### config.mk
export PLATFORM = sky130hd
export DESIGN_NAME = id_ex_stage_flat
export DESIGN_NICKNAME = d
export VERILOG_FILES = /design/src/rtl/alu_pkg.sv /design/src/rtl/id_ex_stage_if.sv /design/src/rtl/alu_control.sv /design/src/rtl/id_ex_stage.sv /design/src/flat_wrapper.sv
export SDC_FILE = /design/constraint.sdc
export NUM_CORES = 1
export LEC_CHECK = 0
export ABC_CLOCK_PERIOD_IN_PS = 4200
export CAP_MARGIN = 5
export CELL_PAD_IN_SITES_DETAIL_PLACEMENT = 1
export CELL_PAD_IN_SITES_GLOBAL_PLACEMENT = 1
export CORE_MARGIN = 3
export CORE_UTILIZATION = 29
export DETAILED_ROUTE_END_ITERATION = 16
export PLACE_DENSITY_LB_ADDON = 0.1
export SLEW_MARGIN = 20
export SYNTH_ARGS = -nofsm -noshare
export SYNTH_HDL_FRONTEND = slang
export SYNTH_SLANG_ARGS = --single-unit
### constraint.sdc
create_clock -name clk -period 4.2 [get_ports clk]
set_clock_uncertainty 0.2 [all_clocks]
set_input_delay 1.05 -clock clk [delete_from_list [all_inputs] [get_ports clk]]
set_output_delay 1.05 -clock clk [all_outputs]
set_load 0.02 [all_outputs]
### src/rtl/alu_pkg.sv
// ============================================================================
// Module      : alu_pkg
// Description : Shared ALU encodings: OP codes, ALUOP classes, FUNCT codes and
//               forwarding selects used by decode, ID/EX and the ALU.
// Revision    : 1.0 - initial release
// ============================================================================
`default_nettype none

package alu_pkg;

    localparam logic [3:0] OP_AND = 4'b0000;
    localparam logic [3:0] OP_OR  = 4'b0001;
    localparam logic [3:0] OP_ADD = 4'b0010;
    localparam logic [3:0] OP_SUB = 4'b0110;
    localparam logic [3:0] OP_SLT = 4'b0111;
    localparam logic [3:0] OP_NOR = 4'b1100;
    localparam logic [3:0] OP_ILL = 4'b1111;

    localparam logic [1:0] ALUOP_LDST  = 2'b00;
    localparam logic [1:0] ALUOP_BR    = 2'b01;
    localparam logic [1:0] ALUOP_RTYPE = 2'b10;
    localparam logic [1:0] ALUOP_ORI   = 2'b11;

    localparam logic [5:0] FN_ADD = 6'b100000;
    localparam logic [5:0] FN_SUB = 6'b100010;
    localparam logic [5:0] FN_AND = 6'b100100;
    localparam logic [5:0] FN_OR  = 6'b100101;
    localparam logic [5:0] FN_SLT = 6'b101010;
    localparam logic [5:0] FN_NOR = 6'b100111;

    localparam logic [1:0] FWD_RD   = 2'b00;
    localparam logic [1:0] FWD_WB   = 2'b01;
    localparam logic [1:0] FWD_MEM  = 2'b10;
    localparam logic [1:0] FWD_RD_2 = 2'b11;

endpackage : alu_pkg

`default_nettype wire

### src/rtl/id_ex_stage_if.sv
// ============================================================================
// Module      : id_ex_stage_if
// Description : Bundle between decode, the ID/EX register and the ALU.
//               IDEX_STATS_EN adds the statistics counter outputs.
// Revision    : 1.0 - initial release
// ============================================================================
`default_nettype none

interface id_ex_stage_if #(
    parameter int W  = 32,
    parameter int FW = 6
);
    logic          in_valid;
    logic          in_ready;
    logic [W-1:0]  rd1;
    logic [W-1:0]  rd2;
    logic [W-1:0]  imm;
    logic          alusrc;
    logic [1:0]    aluop;
    logic [FW-1:0] funct;
    logic [1:0]    fwd_a;
    logic [1:0]    fwd_b;
    logic [W-1:0]  mem_data;
    logic [W-1:0]  wb_data;
    logic          flush;
    logic          out_valid;
    logic          out_ready;
    logic [W-1:0]  a;
    logic [W-1:0]  b;
    logic [3:0]    op;
    logic [W-1:0]  rt_data;
    logic          illegal;
`ifdef IDEX_STATS_EN
    logic [31:0]   xfer_cnt;
    logic [31:0]   stall_cnt;
    logic [15:0]   flush_cnt;

    modport master (
        output in_valid, rd1, rd2, imm, alusrc, aluop, funct, fwd_a, fwd_b,
               mem_data, wb_data, flush, out_ready,
        input  in_ready, out_valid, a, b, op, rt_data, illegal,
               xfer_cnt, stall_cnt, flush_cnt
    );

    modport slave (
        input  in_valid, rd1, rd2, imm, alusrc, aluop, funct, fwd_a, fwd_b,
               mem_data, wb_data, flush, out_ready,
        output in_ready, out_valid, a, b, op, rt_data, illegal,
               xfer_cnt, stall_cnt, flush_cnt
    );
`else
    modport master (
        output in_valid, rd1, rd2, imm, alusrc, aluop, funct, fwd_a, fwd_b,
               mem_data, wb_data, flush, out_ready,
        input  in_ready, out_valid, a, b, op, rt_data, illegal
    );

    modport slave (
        input  in_valid, rd1, rd2, imm, alusrc, aluop, funct, fwd_a, fwd_b,
               mem_data, wb_data, flush, out_ready,
        output in_ready, out_valid, a, b, op, rt_data, illegal
    );
`endif

endinterface : id_ex_stage_if

`default_nettype wire

### src/rtl/alu_control.sv
// ============================================================================
// Module      : alu_control
// Description : Combinational ALUOP/FUNCT to ALU operation decoder; flags
//               undecodable R-type FUNCT values.
// Revision    : 1.0 - initial release
// ============================================================================
`default_nettype none

module alu_control
    import alu_pkg::*;
#(
    parameter int FW = 6
) (
    input  wire logic [1:0]    i_aluop,
    input  wire logic [FW-1:0] i_funct,
    output logic      [3:0]    o_op,
    output logic               o_illegal
);

    always_comb begin
        o_op      = OP_ILL;
        o_illegal = 1'b0;
        case (i_aluop)
            ALUOP_LDST: o_op = OP_ADD;
            ALUOP_BR:   o_op = OP_SUB;
            ALUOP_ORI:  o_op = OP_OR;
            default: begin
                case (i_funct)
                    FW'(FN_ADD): o_op = OP_ADD;
                    FW'(FN_SUB): o_op = OP_SUB;
                    FW'(FN_AND): o_op = OP_AND;
                    FW'(FN_OR):  o_op = OP_OR;
                    FW'(FN_SLT): o_op = OP_SLT;
                    FW'(FN_NOR): o_op = OP_NOR;
                    default: begin
                        // OP_ILL makes the ALU produce zero for junk encodings
                        o_op      = OP_ILL;
                        o_illegal = 1'b1;
                    end
                endcase
            end
        endcase
    end

endmodule : alu_control

`default_nettype wire

### src/rtl/id_ex_stage.sv
// ============================================================================
// Module      : id_ex_stage
// Description : ID/EX pipeline register with operand forwarding, immediate
//               select, ALU decode and valid/ready handshake with flush.
//               Optional statistics counters under IDEX_STATS_EN.
// Revision    : 1.0 - initial release
// ============================================================================
`default_nettype none

module id_ex_stage
    import alu_pkg::*;
#(
    parameter int W  = 32,
    parameter int FW = 6
) (
    input  wire logic    clk,
    input  wire logic    rst,
    id_ex_stage_if.slave bus
);

    logic         r_valid;
    logic [W-1:0] r_a;
    logic [W-1:0] r_b;
    logic [3:0]   r_op;
    logic [W-1:0] r_rt;
    logic         r_illegal;

    logic         w_in_ready;
    logic         w_capture;
    logic [W-1:0] w_fwd_a;
    logic [W-1:0] w_fwd_b;
    logic [3:0]   w_op;
    logic         w_illegal;

    assign w_in_ready = ~r_valid | bus.out_ready;
    assign w_capture  = bus.in_valid & w_in_ready & ~bus.flush;

    always_comb begin
        w_fwd_a = bus.rd1;
        case (bus.fwd_a)
            FWD_WB:  w_fwd_a = bus.wb_data;
            FWD_MEM: w_fwd_a = bus.mem_data;
            default: w_fwd_a = bus.rd1;
        endcase
    end

    always_comb begin
        w_fwd_b = bus.rd2;
        case (bus.fwd_b)
            FWD_WB:  w_fwd_b = bus.wb_data;
            FWD_MEM: w_fwd_b = bus.mem_data;
            default: w_fwd_b = bus.rd2;
        endcase
    end

    alu_control #(
        .FW (FW)
    ) u_alu_control (
        .i_aluop   (bus.aluop),
        .i_funct   (bus.funct),
        .o_op      (w_op),
        .o_illegal (w_illegal)
    );

    // Flush wins over capture and drain alike
    always_ff @(posedge clk or posedge rst) begin
        if (rst) begin
            r_valid <= 1'b0;
        end else if (bus.flush) begin
            r_valid <= 1'b0;
        end else if (w_capture) begin
            r_valid <= 1'b1;
        end else if (bus.out_ready) begin
            r_valid <= 1'b0;
        end
    end

    // Operands are frozen at capture; forwarding is not re-sampled in a stall
    always_ff @(posedge clk or posedge rst) begin
        if (rst) begin
            r_a       <= '0;
            r_b       <= '0;
            r_op      <= OP_AND;
            r_rt      <= '0;
            r_illegal <= 1'b0;
        end else if (w_capture) begin
            r_a       <= w_fwd_a;
            r_b       <= bus.alusrc ? bus.imm : w_fwd_b;
            r_op      <= w_op;
            r_rt      <= w_fwd_b;
            r_illegal <= w_illegal;
        end
    end

    assign bus.in_ready  = w_in_ready;
    assign bus.out_valid = r_valid;
    assign bus.a         = r_a;
    assign bus.b         = r_b;
    assign bus.op        = r_op;
    assign bus.rt_data   = r_rt;
    assign bus.illegal   = r_illegal;

`ifdef IDEX_STATS_EN
    logic [31:0] r_xfer_cnt;
    logic [31:0] r_stall_cnt;
    logic [15:0] r_flush_cnt;

    always_ff @(posedge clk or posedge rst) begin
        if (rst) begin
            r_xfer_cnt  <= '0;
            r_stall_cnt <= '0;
            r_flush_cnt <= '0;
        end else begin
            if (w_capture) begin
                r_xfer_cnt <= r_xfer_cnt + 32'd1;
            end
            if (r_valid & ~bus.out_ready) begin
                r_stall_cnt <= r_stall_cnt + 32'd1;
            end
            if (bus.flush & r_valid) begin
                r_flush_cnt <= r_flush_cnt + 16'd1;
            end
        end
    end

    assign bus.xfer_cnt  = r_xfer_cnt;
    assign bus.stall_cnt = r_stall_cnt;
    assign bus.flush_cnt = r_flush_cnt;
`endif

endmodule : id_ex_stage

`default_nettype wire

### src/flat_wrapper.sv
// flat-port wrapper written by rule: the top's interface ports become plain ports
module id_ex_stage_flat import alu_pkg::*;
#(
    parameter int W  = 32,
    parameter int FW = 6
)
  (clk, rst, bus_in_valid, bus_rd1, bus_rd2, bus_imm, bus_alusrc, bus_aluop, bus_funct, bus_fwd_a, bus_fwd_b, bus_mem_data, bus_wb_data, bus_flush, bus_out_ready, bus_in_ready, bus_out_valid, bus_a, bus_b, bus_op, bus_rt_data, bus_illegal);
  id_ex_stage_if #(.W(W), .FW(FW)) bus_i ();
  input  wire logic clk;
  input  wire logic rst;
  input wire logic [$bits(bus_i.in_valid)-1:0] bus_in_valid;
  input wire logic [$bits(bus_i.rd1)-1:0] bus_rd1;
  input wire logic [$bits(bus_i.rd2)-1:0] bus_rd2;
  input wire logic [$bits(bus_i.imm)-1:0] bus_imm;
  input wire logic [$bits(bus_i.alusrc)-1:0] bus_alusrc;
  input wire logic [$bits(bus_i.aluop)-1:0] bus_aluop;
  input wire logic [$bits(bus_i.funct)-1:0] bus_funct;
  input wire logic [$bits(bus_i.fwd_a)-1:0] bus_fwd_a;
  input wire logic [$bits(bus_i.fwd_b)-1:0] bus_fwd_b;
  input wire logic [$bits(bus_i.mem_data)-1:0] bus_mem_data;
  input wire logic [$bits(bus_i.wb_data)-1:0] bus_wb_data;
  input wire logic [$bits(bus_i.flush)-1:0] bus_flush;
  input wire logic [$bits(bus_i.out_ready)-1:0] bus_out_ready;
  output wire logic [$bits(bus_i.in_ready)-1:0] bus_in_ready;
  output wire logic [$bits(bus_i.out_valid)-1:0] bus_out_valid;
  output wire logic [$bits(bus_i.a)-1:0] bus_a;
  output wire logic [$bits(bus_i.b)-1:0] bus_b;
  output wire logic [$bits(bus_i.op)-1:0] bus_op;
  output wire logic [$bits(bus_i.rt_data)-1:0] bus_rt_data;
  output wire logic [$bits(bus_i.illegal)-1:0] bus_illegal;
  assign bus_i.in_valid = bus_in_valid;
  assign bus_i.rd1 = bus_rd1;
  assign bus_i.rd2 = bus_rd2;
  assign bus_i.imm = bus_imm;
  assign bus_i.alusrc = bus_alusrc;
  assign bus_i.aluop = bus_aluop;
  assign bus_i.funct = bus_funct;
  assign bus_i.fwd_a = bus_fwd_a;
  assign bus_i.fwd_b = bus_fwd_b;
  assign bus_i.mem_data = bus_mem_data;
  assign bus_i.wb_data = bus_wb_data;
  assign bus_i.flush = bus_flush;
  assign bus_i.out_ready = bus_out_ready;
  assign bus_in_ready = bus_i.in_ready;
  assign bus_out_valid = bus_i.out_valid;
  assign bus_a = bus_i.a;
  assign bus_b = bus_i.b;
  assign bus_op = bus_i.op;
  assign bus_rt_data = bus_i.rt_data;
  assign bus_illegal = bus_i.illegal;
  id_ex_stage #(.W(W), .FW(FW)) u_core (.clk(clk), .rst(rst), .bus(bus_i));
endmodule
==> Yosys cells after proc, flatten, opt, wreduce, memory -nomap -nowiden <==
Cells that the tools add are included.
W data, S select, Z words.
{ "totals": {"mem_bits_rw": 0, "latch_bits": 0, "reg_bits": 102, "mem_count": 0, "output_inout_bits": 103, "romBits": 0} }
{ "op_classes": {"n_addsub": 0, "bitwise": 5, "div": 0, "n_lt_le_gt_ge": 0, "n_mul": 0, "shift": 0, "reduce_logical": 4, "muxes": 10, "eq_ne": 12} }
{ "op_table": {"columns": ["op", "count"], "rows": [
  ["$pmux W32 S2", 2],
  ["$eq A6 B6 Y1 const B", 6],
  ["$mux W32", 1],
  ["$pmux W4 S6", 1],
  ["$pmux W4 S3", 1],
  ["$eq A2 B1 Y1 const B", 3],
  ["$eq A2 B2 Y1 const B", 3],
  ["$reduce_or A6 Y1", 1],
  ["$mux W1", 5],
  ["$reduce_bool A3 Y1", 1],
  ["$reduce_or A3 Y1", 1],
  ["$and A1 B1 Y1", 2],
  ["$logic_not A2 Y1", 1],
  ["$not A1 Y1", 2],
  ["$or A1 B1 Y1", 1]
]} }

==> Longest topological paths before layout <==
{ "depth": {"word_depth": 6, "mapped_depth": 8, "depth_no_buf": 6} }

==> Cells and area by module <==
A second synthesis with hierarchy kept.
{ "unflattened": {"hier_cells": 572, "area_unflattened_um2": 6501.2} }
{ "by_module_without_submodules": {"columns": ["mod", "instances", "cells_per_inst", "area_each_um2", "seq_area_each_um2"], "rows": [
  ["id_ex_stage", 1, 553, 6367.4, 2552.4],
  ["alu_control", 1, 19, 133.9, 0.0]
]} }

==> Worst setup path after synthesis <==
No wires, ideal clock.
{ "synth_path": {"kind": "input-to-output", "from": "input port bus_out_ready", "to": "output port bus_in_ready", "path_slack_ns": 1.669, "t_arrival_ns": 1.281, "path_stages": 2, "t_required_ns": 2.950, "cell_sequence": "nor2b_4 inv_2"} }
{ "synth_via": {"elab_chain_len": 1} }
{ "synth_rtl": {"columns": ["element", "line_no", "rtl"], "rows": [
  ["from (decl)", "flat_wrapper.sv:23", "input wire logic [$bits(bus_i.out_ready)-1:0] bus_out_ready;"],
  ["$or A1 B1 Y1", "id_ex_stage.sv:35", "assign w_in_ready = ~r_valid | bus.out_ready;"],
  ["to (decl)", "flat_wrapper.sv:24", "output wire logic [$bits(bus_i.in_ready)-1:0] bus_in_ready;"]
]} }
Every way passes these cells.

==> Final worst setup path <==
Same ends and word-level chain as after synthesis.

==> reports/qor.txt <==
Postcts setup bufs -> 0
CP endpoint kind -> primary output
Vias in the first global route -> 6,284
TritonCTS clock tree -> built
Pwr Density -> 387 mW/mm²
Die Span Y -> 144 µm
Final WL -> 23,200 µm
Final Hold Fails -> 0
Placer Congestion -> 0.878
Slowest stage delay, CP -> 0.61 ns
Post-synth top area cell -> dfrtp_1
Initial Util -> 30.1%
Syn nets -> 796
Final hold slack -> 0.278 ns
Launch point of the worst reg-to-reg path -> u_core.bus.out_valid$_DFFE_PP0P_
Count of flip-flops with a built-in enable after synthesis -> 0
Resized Gates After CTS -> 0
WHS Endpoint -> u_core.bus.rt_data[17]$_DFFE_PP0P_
# IOs -> 281
Post-Synthesis Cell Area -> 0.00550 mm²
Warnings, synthesis -> 0
Netlist cell types -> 34
CTS H-Tree Depth -> 3
Layout area overhead -> 59.8%
Root Buffer -> clkbuf_16
R2R cell count -> 5
Worst EP arrival -> 2.29 ns
Initial antenna violation count -> 1
Kind of critical path -> in -> out
Pre-CTS setup slack -> 0.625 ns
Cells after Synth -> 614
Leakage -> 3.48 nW
Cts bufs inserted -> 9
Largest net degree at the start of global routing -> 69
Slowest-stage cell, CP -> clkdlybuf4s50_1
First-pass GRT wire length -> 35,200 µm
FF+latch area -> 0.00255 mm²
Vias after detailed routing -> 5,806
Seq pwr share -> 36.9%
Critical path required time -> 2.95 ns
Die W -> 144 µm
Total gr overflow -> 0
P_sw -> 1.16 mW
Antenna-violating nets left -> 0
Vias/cell -> 5.29
Crit path launch type -> input pin
DRT Pass-1 Iters -> 4
Slew HR -> 40.5%
Worst-margin pin slew -> 0.893 ns
Dpl hpwl -> 17,100 µm
Maximum fanout along the worst path -> 3
Family with the most delay on the worst path -> buffers and inverters
Final nets -> 1,046
Final clock period utilization by the worst path -> 84.3%
Clock share of power -> 25.7%
Setup ws final -> 0.661 ns
Routed WL per cell -> 21.2 µm
CTS Sinks -> 102
Minimum clock period after layout -> 3.54 ns
Fillers -> 2,091
Achievable Freq -> 0.283 GHz
Most frequent cells in the layout -> 279 x clkdlybuf4s50_1, 102 x dfrtp_1, 96 x a21oi_1
Critical path buffers and inverters -> 3
# setup viols final -> 0
RSZ-0062 raised after global routing -> no
Worst Hold Launch -> u_core.bus.rt_data[17]$_DFFE_PP0P_
DRT iter0 DRCs -> 250
Util after Layout -> 48.1%
Final setup TNS -> 0 ns
Clk_lat worst skew -> 0.35 ns
End of the worst register-to-register path -> u_core.bus.rt_data[25]$_DFFE_PP0P_
Register area share after synthesis -> 46.4%
Pint -> 2.25 mW
Area contributors post-synth -> dfrtp_1 46%, a21oi_1 8.7%, a221oi_2 6.0%, nand2_1 4.7%, nor2_1 4.5%
VDD IR max -> 0.189 mV
Hold Path Depth -> 2
Tot GR Track Use -> 22.1%
Core ar. -> 0.0183 mm²
Synth Register Bits -> 102
CP Cell Sequence -> clkdlybuf4s50_1, nor2b_4, inv_2, clkdlybuf4s50_1
Comb pwr share -> 37.4%
Most used cell, CP -> clkdlybuf4s50_1
Layout cell share with drive strength beyond 1 -> 7.03%
Area of the die -> 0.0207 mm²
Sw Ratio -> 34.0%
Synth top area share -> 46.4%
Multi-input gate area -> 0.00266 mm²
Max cap viols -> 0
Outcome -> finished clean
Floorplan row count -> 49
Top FF cell, synth -> dfrtp_1
Synth Area per Inst -> 8.96 µm²
CTS Hold Bufs -> 0
CTS clk-pin slew, worst paths -> 0.07 ns
Worst Hold Class -> reg -> reg
DRC violations left -> 0
Commonest non-fill, non-tap cell in the layout -> clkdlybuf4s50_1
Reg2Reg Setup Slack -> 2.17 ns
Max clock buf depth -> 2
Port Buffers -> 280
Fraction of registers with async set/reset -> 100%
Max-slew violations -> 0
## registers in the layout, indices dropped and copies added, names as in the netlist
register,flops
u_core.bus.a,32
u_core.bus.b,32
u_core.bus.rt_data,32
u_core.bus.op,4
u_core.bus.illegal,1
u_core.bus.out_valid,1
## layer usage
metal / global-route usage [%] / wire length (µm)
met1: 25.7 / 9300
met2: 38.8 / 11600
met3: 6.42 / 1690
met4: 7.78 / 595
met5: 0 / 0
## how the worst max path moves through the flow
| stage | slack (ns) | end | start | cells after the start |
|---|---|---|---|---|
| floorplan | 0.27 | u_core.bus.a[0]$_DFFE_PP0P_ | rst | 1 |
| global placement | 0.66 | bus_in_ready | bus_out_ready | 4 |
| detailed placement | 0.62 | u_core.bus.b[8]$_DFFE_PP0P_ | bus_fwd_b[0] | 8 |
| CTS | 0.66 | bus_in_ready | bus_out_ready | 4 |
| global route | 0.62 | bus_in_ready | bus_out_ready | 4 |
| finish | 0.66 | bus_in_ready | bus_out_ready | 4 |
## power groups by stage
stage | registers (mW) | logic, mW | clock network, mW
floorplan | 1.48 | 0.376 | 0
global placement | 1.27 | 1.26 | 0
detailed placement | 1.27 | 1.29 | 0
CTS | 1.26 | 1.29 | 0.898
global route | 1.28 | 1.37 | 0.932
finish | 1.26 | 1.27 | 0.873
## tightest hold or removal path, cell delays in order, from the launching register on
cell and delay (ns):
dfrtp_1 0.35, nand2_1 0.05, o31ai_1 0.05
## final cells by class
cell class	count	area share (%)
clock buffer	10	2.72
inverter	9	0.413
antenna	1	0.0285
tap	229	3.26
timing repair buffer	293	33.7
multi-input combinational	449	30.2
sequential	102	29.0
clock inverter	5	0.669
## Yosys cell counts, types with 2 or more instances
library cell,n
a21oi_1,96
a221oi_1,9
o22a_1,2
ha_1,4
buf_6,2
o21ai_0,33
inv_1,8
o21ai_1,3
buf_4,2
buf_1,3
o31ai_1,32
dfrtp_1,102
a22oi_1,32
nand2_1,69
nor2b_1,31
nor2_1,66
nand2b_1,4
clkbuf_1,16
nor3_1,33
a221oi_2,22
mux2_2,2
buf_2,31
## metrics by stage
stage          power [mW]  instances  cell area (µm²)
6_report             3.40       1098             8790
5_1_grt              3.58       1098             8790
4_1_cts              3.45       1097             8790
3_5_place_dp         2.56       1082             8490
3_3_place_gp         2.53       1082             8490
2_1_floorplan        1.85        614             5500
## logic make-up after synthesis
| logic type | count (synthesis) | share of synthesized area (%) |
|---|---|---|
| flops | 102 | 46.4 |
| fa+ha+maj | 4 | 0.910 |
| mux | 3 | 0.592 |
| simple gates | 209 | 17.5 |
| compound gates | 233 | 29.1 |
| buf+inv | 63 | 5.42 |
No activity file was read; power rests on OpenSTA's default activity.
